==> src/rtl/conv2d_backprop.sv <==
// conv2d_backprop: ReLU-masked conv2d kernel update, one kernel tap per cycle.
// Define CONV_BP_INPUT_GRAD_EN to also compute dL_dinput, one pixel per cycle.
module conv2d_backprop #(
  parameter int IN_SIZE = 4,
  parameter int KERNEL_SIZE = 3,
  localparam int OUT_SIZE = IN_SIZE - KERNEL_SIZE + 1
) (
  input  logic clk,
  input  logic rst,
  input  logic start,
  input  logic signed [15:0] input_feature [IN_SIZE][IN_SIZE],
  input  logic signed [15:0] conv_out [OUT_SIZE][OUT_SIZE],
  input  logic signed [15:0] dL_dact [OUT_SIZE][OUT_SIZE],
  input  logic signed [15:0] learning_rate,
  input  logic signed [15:0] weights_in [KERNEL_SIZE][KERNEL_SIZE],
  output logic signed [15:0] weights_out [KERNEL_SIZE][KERNEL_SIZE],
  output logic signed [15:0] dL_dinput [IN_SIZE][IN_SIZE],
  output logic busy,
  output logic done
);
  localparam int CW = $clog2(IN_SIZE) + 1;
  typedef enum logic [1:0] {
    IDLE, MASK, WGRAD
`ifdef CONV_BP_INPUT_GRAD_EN
    , IGRAD
`endif
  } state_t;
  state_t state_q, state_d;
  logic done_q, done_d;
  logic [CW-1:0] r_q, r_d, c_q, c_d;
  logic signed [15:0] in_q [IN_SIZE][IN_SIZE], in_d [IN_SIZE][IN_SIZE];
  logic neg_q [OUT_SIZE][OUT_SIZE], neg_d [OUT_SIZE][OUT_SIZE];
  logic signed [15:0] g_q [OUT_SIZE][OUT_SIZE], g_d [OUT_SIZE][OUT_SIZE];
  logic signed [15:0] lr_q, lr_d;
  logic signed [15:0] w_q [KERNEL_SIZE][KERNEL_SIZE], w_d [KERNEL_SIZE][KERNEL_SIZE];
  logic signed [15:0] wo_q [KERNEL_SIZE][KERNEL_SIZE], wo_d [KERNEL_SIZE][KERNEL_SIZE];
  logic signed [39:0] acc;
  logic signed [15:0] grad;
  logic signed [31:0] upd;
  int ri, ci;
  logic unused;
  // r/c index the current kernel tap (m,n) in WGRAD and the pixel (i,j) in IGRAD
  always_comb begin
    ri = int'(r_q);
    ci = int'(c_q);
    acc = '0;
    for (int x = 0; x < OUT_SIZE; x++)
      for (int y = 0; y < OUT_SIZE; y++)
        acc = acc + 40'(32'(in_q[x+ri][y+ci]) * 32'(g_q[x][y]));
    grad = acc[23:8];
    upd = 32'(lr_q) * 32'(grad);
  end
`ifdef CONV_BP_INPUT_GRAD_EN
  logic signed [15:0] di_q [IN_SIZE][IN_SIZE], di_d [IN_SIZE][IN_SIZE];
  logic signed [39:0] acc_i;
  // transposed convolution of the masked gradient with the captured kernel
  always_comb begin
    acc_i = '0;
    for (int x = 0; x < OUT_SIZE; x++)
      for (int y = 0; y < OUT_SIZE; y++)
        if (ri >= x && ri - x < KERNEL_SIZE && ci >= y && ci - y < KERNEL_SIZE)
          acc_i = acc_i + 40'(32'(w_q[ri-x][ci-y]) * 32'(g_q[x][y]));
  end
  assign dL_dinput = di_q;
  assign unused = ^{acc[39:24], acc[7:0], upd[31:24], upd[7:0], acc_i[39:24], acc_i[7:0]};
`else
  assign dL_dinput = '{default: '0};
  assign unused = ^{acc[39:24], acc[7:0], upd[31:24], upd[7:0]};
`endif
  always_comb begin
    state_d = state_q;
    done_d = 1'b0;
    r_d = r_q;
    c_d = c_q;
    in_d = in_q;
    neg_d = neg_q;
    g_d = g_q;
    lr_d = lr_q;
    w_d = w_q;
    wo_d = wo_q;
`ifdef CONV_BP_INPUT_GRAD_EN
    di_d = di_q;
`endif
    unique case (state_q)
      IDLE: if (start) begin
        state_d = MASK;
        r_d = '0;
        c_d = '0;
        in_d = input_feature;
        g_d = dL_dact;
        lr_d = learning_rate;
        w_d = weights_in;
        for (int x = 0; x < OUT_SIZE; x++)
          for (int y = 0; y < OUT_SIZE; y++)
            neg_d[x][y] = conv_out[x][y][15];
      end
      MASK: begin
        state_d = WGRAD;
        for (int x = 0; x < OUT_SIZE; x++)
          for (int y = 0; y < OUT_SIZE; y++)
            g_d[x][y] = neg_q[x][y] ? '0 : g_q[x][y];
      end
      WGRAD: begin
        wo_d[ri][ci] = w_q[ri][ci] - upd[23:8];
        c_d = (c_q == CW'(KERNEL_SIZE-1)) ? '0 : c_q + CW'(1);
        r_d = (c_q == CW'(KERNEL_SIZE-1)) ? r_q + CW'(1) : r_q;
        if (r_q == CW'(KERNEL_SIZE-1) && c_q == CW'(KERNEL_SIZE-1)) begin
`ifdef CONV_BP_INPUT_GRAD_EN
          state_d = IGRAD;
          r_d = '0;
          c_d = '0;
`else
          state_d = IDLE;
          done_d = 1'b1;
`endif
        end
      end
`ifdef CONV_BP_INPUT_GRAD_EN
      IGRAD: begin
        di_d[ri][ci] = acc_i[23:8];
        c_d = (c_q == CW'(IN_SIZE-1)) ? '0 : c_q + CW'(1);
        r_d = (c_q == CW'(IN_SIZE-1)) ? r_q + CW'(1) : r_q;
        if (r_q == CW'(IN_SIZE-1) && c_q == CW'(IN_SIZE-1)) begin
          state_d = IDLE;
          done_d = 1'b1;
        end
      end
`endif
      default: state_d = IDLE;
    endcase
  end
  always_ff @(posedge clk or posedge rst) begin
    if (rst) begin
      state_q <= IDLE;
      done_q <= 1'b0;
      r_q <= '0;
      c_q <= '0;
      in_q <= '{default: '0};
      neg_q <= '{default: 1'b0};
      g_q <= '{default: '0};
      lr_q <= '0;
      w_q <= '{default: '0};
      wo_q <= '{default: '0};
`ifdef CONV_BP_INPUT_GRAD_EN
      di_q <= '{default: '0};
`endif
    end else begin
      state_q <= state_d;
      done_q <= done_d;
      r_q <= r_d;
      c_q <= c_d;
      in_q <= in_d;
      neg_q <= neg_d;
      g_q <= g_d;
      lr_q <= lr_d;
      w_q <= w_d;
      wo_q <= wo_d;
`ifdef CONV_BP_INPUT_GRAD_EN
      di_q <= di_d;
`endif
    end
  end
  assign busy = (state_q != IDLE);
  assign done = done_q;
  assign weights_out = wo_q;
endmodule

==> config.mk <==
export PLATFORM = sky130hd
export DESIGN_NAME = conv2d_backprop
export DESIGN_NICKNAME = d
export VERILOG_FILES = /design/src/rtl/conv2d_backprop.sv
export SDC_FILE = /design/constraint.sdc
export NUM_CORES = 2
export LEC_CHECK = 0
export BUFFER_PORTS_ARGS = -buffer_cell sky130_fd_sc_hd__buf_2
export CORE_UTILIZATION = 45
export CTS_CLUSTER_SIZE = 14
export DETAILED_ROUTE_END_ITERATION = 12
export PLACE_DENSITY_LB_ADDON = 0.2
export SYNTH_ARGS = -nofsm -noshare
export SYNTH_HDL_FRONTEND = slang
export SYNTH_SLANG_ARGS = --single-unit
==> constraint.sdc <==
create_clock -name clk -period 26.9 [get_ports clk]
set_clock_uncertainty 0.2 [all_clocks]
set_input_delay 2.69 -clock clk [delete_from_list [all_inputs] [get_ports clk]]
set_output_delay 2.69 -clock clk [all_outputs]
set_load 0.05 [all_outputs]
# Word level (Yosys, flattened, before mapping)

Index checks and enable logic that the tools add are counted.

Bits in registers: 637
Input bits: 547
Output and inout bits: 402
Word-level logic and storage cells: 141

Add/sub/neg operators: 8
$mul: 5
Order comparisons: 6
Equality and inequality tests: 11
Mux-type cells: 45
Bitwise gates (word level): 4
Reductions and logical operators: 15

Operators with widths:

| cell                  | number |
|---|---|
| $mux W64              | 5 |
| $bmux W64 S2          | 2 |
| $mux W16              | 15 |
| $bmux W16 S2          | 5 |
| $bwmux W144           | 1 |
| $mux W48              | 3 |
| $ge A32 B3 Y1 const B | 4 |
| $pmux W64 S2          | 1 |
| $mul A16 B16 Y24      | 5 |
| $bmux W48 S2          | 1 |
| $demux W48 S2         | 1 |
| $add A24 B24 Y24      | 3 |
| $lt A32 B1 Y1 const B | 2 |
| $not A3 Y32           | 2 |
| $not A4 Y32           | 2 |
| $demux W16 S2         | 1 |
| $sub A16 B16 Y16      | 1 |
| $reduce_and A3 Y1     | 5 |
| $ne A2 B2 Y1 const B  | 7 |
| $pmux W3 S2           | 2 |
| $mux W3               | 3 |
| $add A1 B3 Y4 const A | 2 |
| $add A3 B1 Y3 const B | 2 |
| $eq A3 B2 Y1 const B  | 2 |
| other kinds (9)       | 17 |

# Longest topological paths before layout

Depth after elaboration: 14
Mapped depth: 74
Mapped depth without buffers: 64

# Least setup slack after synthesis

Ideal clock, no wire load.

Path type: reg2reg
Start: register r_q[0]
End: register wo_q (netlist bit weights_out[111])
Setup time: 0.125 ns
Arrival: 18.362 ns
Data required time: 26.575 ns
Path slack: 8.213 ns
Stages on the path, launching flop included: 67
Path buffers: 11
Period minus slack after synthesis: 18.687 ns
Cells stage by stage: dfrtp_1 -> buf_2 -> buf_6 -> clkinv_1 -> clkbuf_1 -> clkbuf_1 -> ha_1 -> clkbuf_1 -> clkbuf_1 -> clkbuf_1 -> clkbuf_1 -> clkbuf_1 -> mux4_2 -> mux4_2 -> clkbuf_1 -> and2_1 -> fa_1 -> inv_1 -> [31 not listed] -> fa_1 -> ha_1 -> and4_1 -> o21ai_0 -> nor3_1 -> a41oi_1 -> a21oi_1 -> a31o_2 -> a21o_1 -> xnor2_1 -> ha_1 -> or3_1 -> a311oi_1 -> nor3_1 -> a31oi_1 -> o31ai_1 -> xor3_2 -> mux2_2

Longest elaborated chain between the ends: 14
Elaborated cells between the ends (all ways): 42
Classes of those cells: add/sub (5); mul (5); order compare (2); mux (27); bitwise (2); reduce/logical (1)

Ends and longest elaborated chain:

| what                                                                      | line    | text |
|---|---|---|
| from (decl)                                                               | 30      | `logic [CW-1:0] r_q, r_d, c_q, c_d;` |
| from (signal assigned)                                                    | 150     | `r_q <= r_d;` |
| $not A3 Y32 (not written as such) / $add A1 B3 Y4 (equally long branches) | 49, 104 |  |
| $bmux W64 S2 / $not A4 Y32 (equally long branches)                        | 49      | `acc = acc + 40'(32'(in_q[x+ri][y+ci]) * 32'(g_q[x][y]));` |
| $mux W64 (not written as such) / $bmux W64 S2 (equally long branches)     | 49      |  |
| $mux W64 (not written as such)                                            | 49      |  |
| $bmux W16 S2 / $mux W64 (equally long branches)                           | 49      |  |
| $mux W16 (not written as such) / $bmux W16 S2 (equally long branches)     | 49      |  |
| $mux W16 (not written as such)                                            | 49      |  |
| $mul A16 B16 Y24 / $mux W16 (equally long branches)                       | 49      |  |
| $add A24 B24 Y24 / $mul A16 B16 Y24 (equally long branches)               | 49      |  |
| $add A24 B24 Y24 (2 in series)                                            | 49      |  |
| $mul A16 B16 Y24                                                          | 51      | `upd = 32'(lr_q) * 32'(grad);` |
| $sub A16 B16 Y16                                                          | 104     | `wo_d[ri][ci] = w_q[ri][ci] - upd[23:8];` |
| $bwmux W144 (*)                                                           | 104     |  |
| to (signal assigned)                                                      | 157     | `wo_q <= wo_d;` |
| to (decl)                                                                 | 36      | `logic signed [15:0] wo_q [KERNEL_SIZE][KERNEL_SIZE], wo_d [KERNEL_SIZE][KERNEL_SIZE];` |

Mark *: on every way between the ends. The rest lies on a longest branch, timed or not. The select of a mux whose other input is x is not followed.
A chain may end at the register's enable or synchronous reset.

# Final worst setup path

Start: register r_q[0]
End: register wo_q (netlist bit weights_out[95])

The elaborated chain is that of the path after synthesis.

==> flow_summary_export.csv <==
group,metric,value,unit
clock_tree,post_cts.repair.setup_buffers,0,
setup_path,start_kind,"flip-flop",
route,num_vias,46930,
route,met1_length,85.94,mm
floorplanning,io_pins,949,
global_route,grt_max_degree,190,
yosys,synthFlopType,"dfrtp_1",
yosys,syn_inst,6303,
floorplanning,dieArea,157300,um2
outcome,violations,"design-rule violations",
route,drtAntennaViolNets,0,
route,drt-initial-drc-count,2864,
route,first_pass_iters,11,
route,wire_per_inst,22.97,um
setup_path,slowest_delay,1080,ps
timing,rsz0062_at_grt,"no",
finish,nets,8700,
floorplanning,die_w,396.6,um
timing,max_freq,0.04891,GHz
timing,fin_crit_sh,76.00,%
setup_path,critical_path_class,"flip-flop to flip-flop",
min_path,min_path_type,"flip-flop to flip-flop",
route,via_per_inst,5.262,
setup_path,path_max_fanout,57,
timing,setup_violations,0,
clock_tree,htreeDepth,3,
setup_path,cpMostUsedCell,"fa_1",
clock_tree,clk_latency,700,ps
setup_path,crit_slowest_cell,"dfrtp_4",
floorplanning,dieHeight,396.6,um
setup_path,crit_required,27280,ps
placement,place.gp.congestion,0.9115,
finish,syn2layout_area_growth,9.948,%
finish,drive_gt1_share,23.70,%
timing,tightestPinTransition,1443,ps
clock_tree,holdBufCountCts,0,
yosys,synth_area_per_cell,11.12,um2
floorplanning,rows,144,
placement,io_buffers,632,
clock_tree,cts_resized,0,
clock_tree,cts_sinks,637,
route,drc,8,
floorplanning,initial_core_util,45.43,%
yosys,yosysSeqAreaShare,22.75,%
route,wl,204.9,mm
run,drv_cap,0,
placement,place_hpwl,166.1,mm
clock_tree,ctsLongestPathBuffers,3,
route,wl_met2,97.92,mm
timing,maxSlewViolCount,0,
yosys,synth_cell_types,62,
timing,post-route-min-period,20440,ps
clock_tree,tritoncts.num_buffers,76,
setup_path,cp_top_family,"adder cells",
outcome,status,"finished with violations",
global_route,grt_pass1_vias,50230,
yosys,yosysWarnings,0,
timing,slew_headroom,3.803,%
timing,finalHoldViolCount,0,
floorplanning,core-area,154200,um2
yosys,synth_async_sr_flop_share,100.0,%
route,routed-wl-met3,13.90,mm
setup_path,end_kind,"flip-flop",
route,routed.top_layer,"met5",
clock_tree,clockRootBuffer,"clkbuf_16",
global_route,antenna_found_initial,82,
global_route,overflow,0,
timing,fin_setup_tns,0,ps
yosys,synth_edf_count,0,
yosys,syn_area,70060,um2
global_route,track_usage,26.81,%
setup_path,crit_arrival,20820,ps
clock_tree,clk_pin_slew,60,ps
clock_tree,cts_tree,"done",
global_route,grt_pass1_wl,315.7,mm
setup_path,path_buf_inv,12,
yosys,ys_ff_latch,637,
## cells by family after synthesis
group | after synthesis | synth area share (%)
compound gates | 282 | 2.731
simple gates | 1323 | 9.376
mux | 812 | 16.42
xor+xnor | 154 | 2.157
buf+inv | 1717 | 10.65
flops | 637 | 22.75
fa+ha+maj | 1377 | 35.91
other cells | 1 | 0.005353
## tightest hold or removal path: cells and delay by family, from the launching register on
kind / cells / cell delay [ps]
AO/OA/AOI/OAI: 1 / 60
AND/OR/NAND/NOR: 1 / 50
flip-flops: 1 / 340
## per-stage QoR
stage / area, um2 / worst slack (ps) / cells / hold WS [ps] / utilization (%)
2_1_floorplan: 71020 / 6166 / 6558 / 249.8 / -
3_3_place_gp: 74350 / 6615 / 8742 / 258.0 / 48.21
3_5_place_dp: 74350 / 6451 / 8742 / 269.5 / 48.21
4_1_cts: 76920 / 6354 / 8876 / 280.7 / 49.88
5_1_grt: 76980 / 5157 / 8899 / 298.9 / 49.91
6_report: 77030 / 6456 / 8918 / 277.9 / 49.94
## cell type report
type,instances,area (um2)
antenna,42,105.1
multi-input combinational,4204,47730
timing repair buffer,709,3791
clock buffer,107,2168
fill,14280,77200
clock inverter,27,406.6
sequential,637,15950
tap,2044,2557
inverter,1148,4317
## flip-flops by register name (all words and copies together), names as in the netlist
| signal | cells |
|---|---|
| c_q | 3 |
| done | 1 |
| g_q | 64 |
| in_q | 256 |
| lr_q | 16 |
| neg_q | 4 |
| r_q | 3 |
| state_q | 2 |
| w_q | 144 |
| weights_out | 144 |
## layout by cell type (no fill, tap or decap), drive strengths merged, types with 3 or more instances in the layout
cell / instances
inv: 1152
fa: 1056
buf: 709
dfrtp: 637
nand2: 630
and2: 549
mux2: 536
ha: 321
conb: 256
mux4: 216
xnor2: 115
clkbuf: 107
o21ai: 68
a22o: 66
mux2i: 60
nor2: 48
a21oi: 45
diode: 42
xor2: 28
a21o: 22
nor2b: 21
nand2b: 20
a22oi: 20
clkinv: 17
o22ai: 16
nand4: 13
nand3: 12
a31oi: 10
xnor3: 10
nor3: 9
and3: 8
o21a: 8
or2: 8
o21bai: 6
bufinv: 4
a21boi: 3
o31ai: 3
## per-layer routing
layer | track usage (%) | up-vias
met1 | 36.66 | 24830
met5 | 0 | -
met2 | 42.84 | 1492
met4 | 8.653 | 66
li1 | - | 20220
met3 | 5.384 | 321
## cells in the mapped netlist, types with 9 or more instances
cell | n | area [um2]
fa_1 | 1056 | 21140
buf_1 | 49 | 183.9
a22o_1 | 66 | 578.1
xor2_1 | 28 | 245.2
inv_1 | 1143 | 4290
a21oi_1 | 45 | 225.2
mux2_2 | 536 | 6036
nand3_1 | 12 | 60.06
o22ai_1 | 16 | 100.1
xnor2_1 | 114 | 998.5
xnor3_1 | 9 | 202.7
a22oi_1 | 20 | 150.1
nand2b_1 | 20 | 125.1
buf_4 | 262 | 1967
nor2_1 | 47 | 176.4
buf_2 | 16 | 80.08
nand2_1 | 629 | 2361
ha_1 | 321 | 4016
clkbuf_1 | 240 | 900.9
a31oi_1 | 10 | 62.56
nand4_1 | 13 | 81.33
mux4_2 | 216 | 4865
nor2b_1 | 21 | 131.4
o21ai_0 | 63 | 315.3
dfrtp_1 | 637 | 15940
nor3_1 | 9 | 45.04
mux2i_1 | 60 | 600.6
a21o_1 | 22 | 165.2
and2_1 | 549 | 3435
## final timing paths
| path | to | startpoint | cells past startpoint | slack, ps |
|---|---|---|---|---|
| max | weights_out[95] | r_q[0] | 55 | 6460 |
| min | weights_out[87] | weights_out[87] | 2 | 280 |
| max reg2reg | weights_out[95] | r_q[0] | 55 | 6460 |
| min reg2reg | weights_out[87] | weights_out[87] | 2 | 280 |
| max in group asynchronous | lr_q[6] | rst | 5 | 21440 |
| min in group asynchronous | in_q[135] | rst | 2 | 1960 |
Power is not shown: default switching activity piles up to over one toggle a cycle in this logic, so the estimate is an artifact.
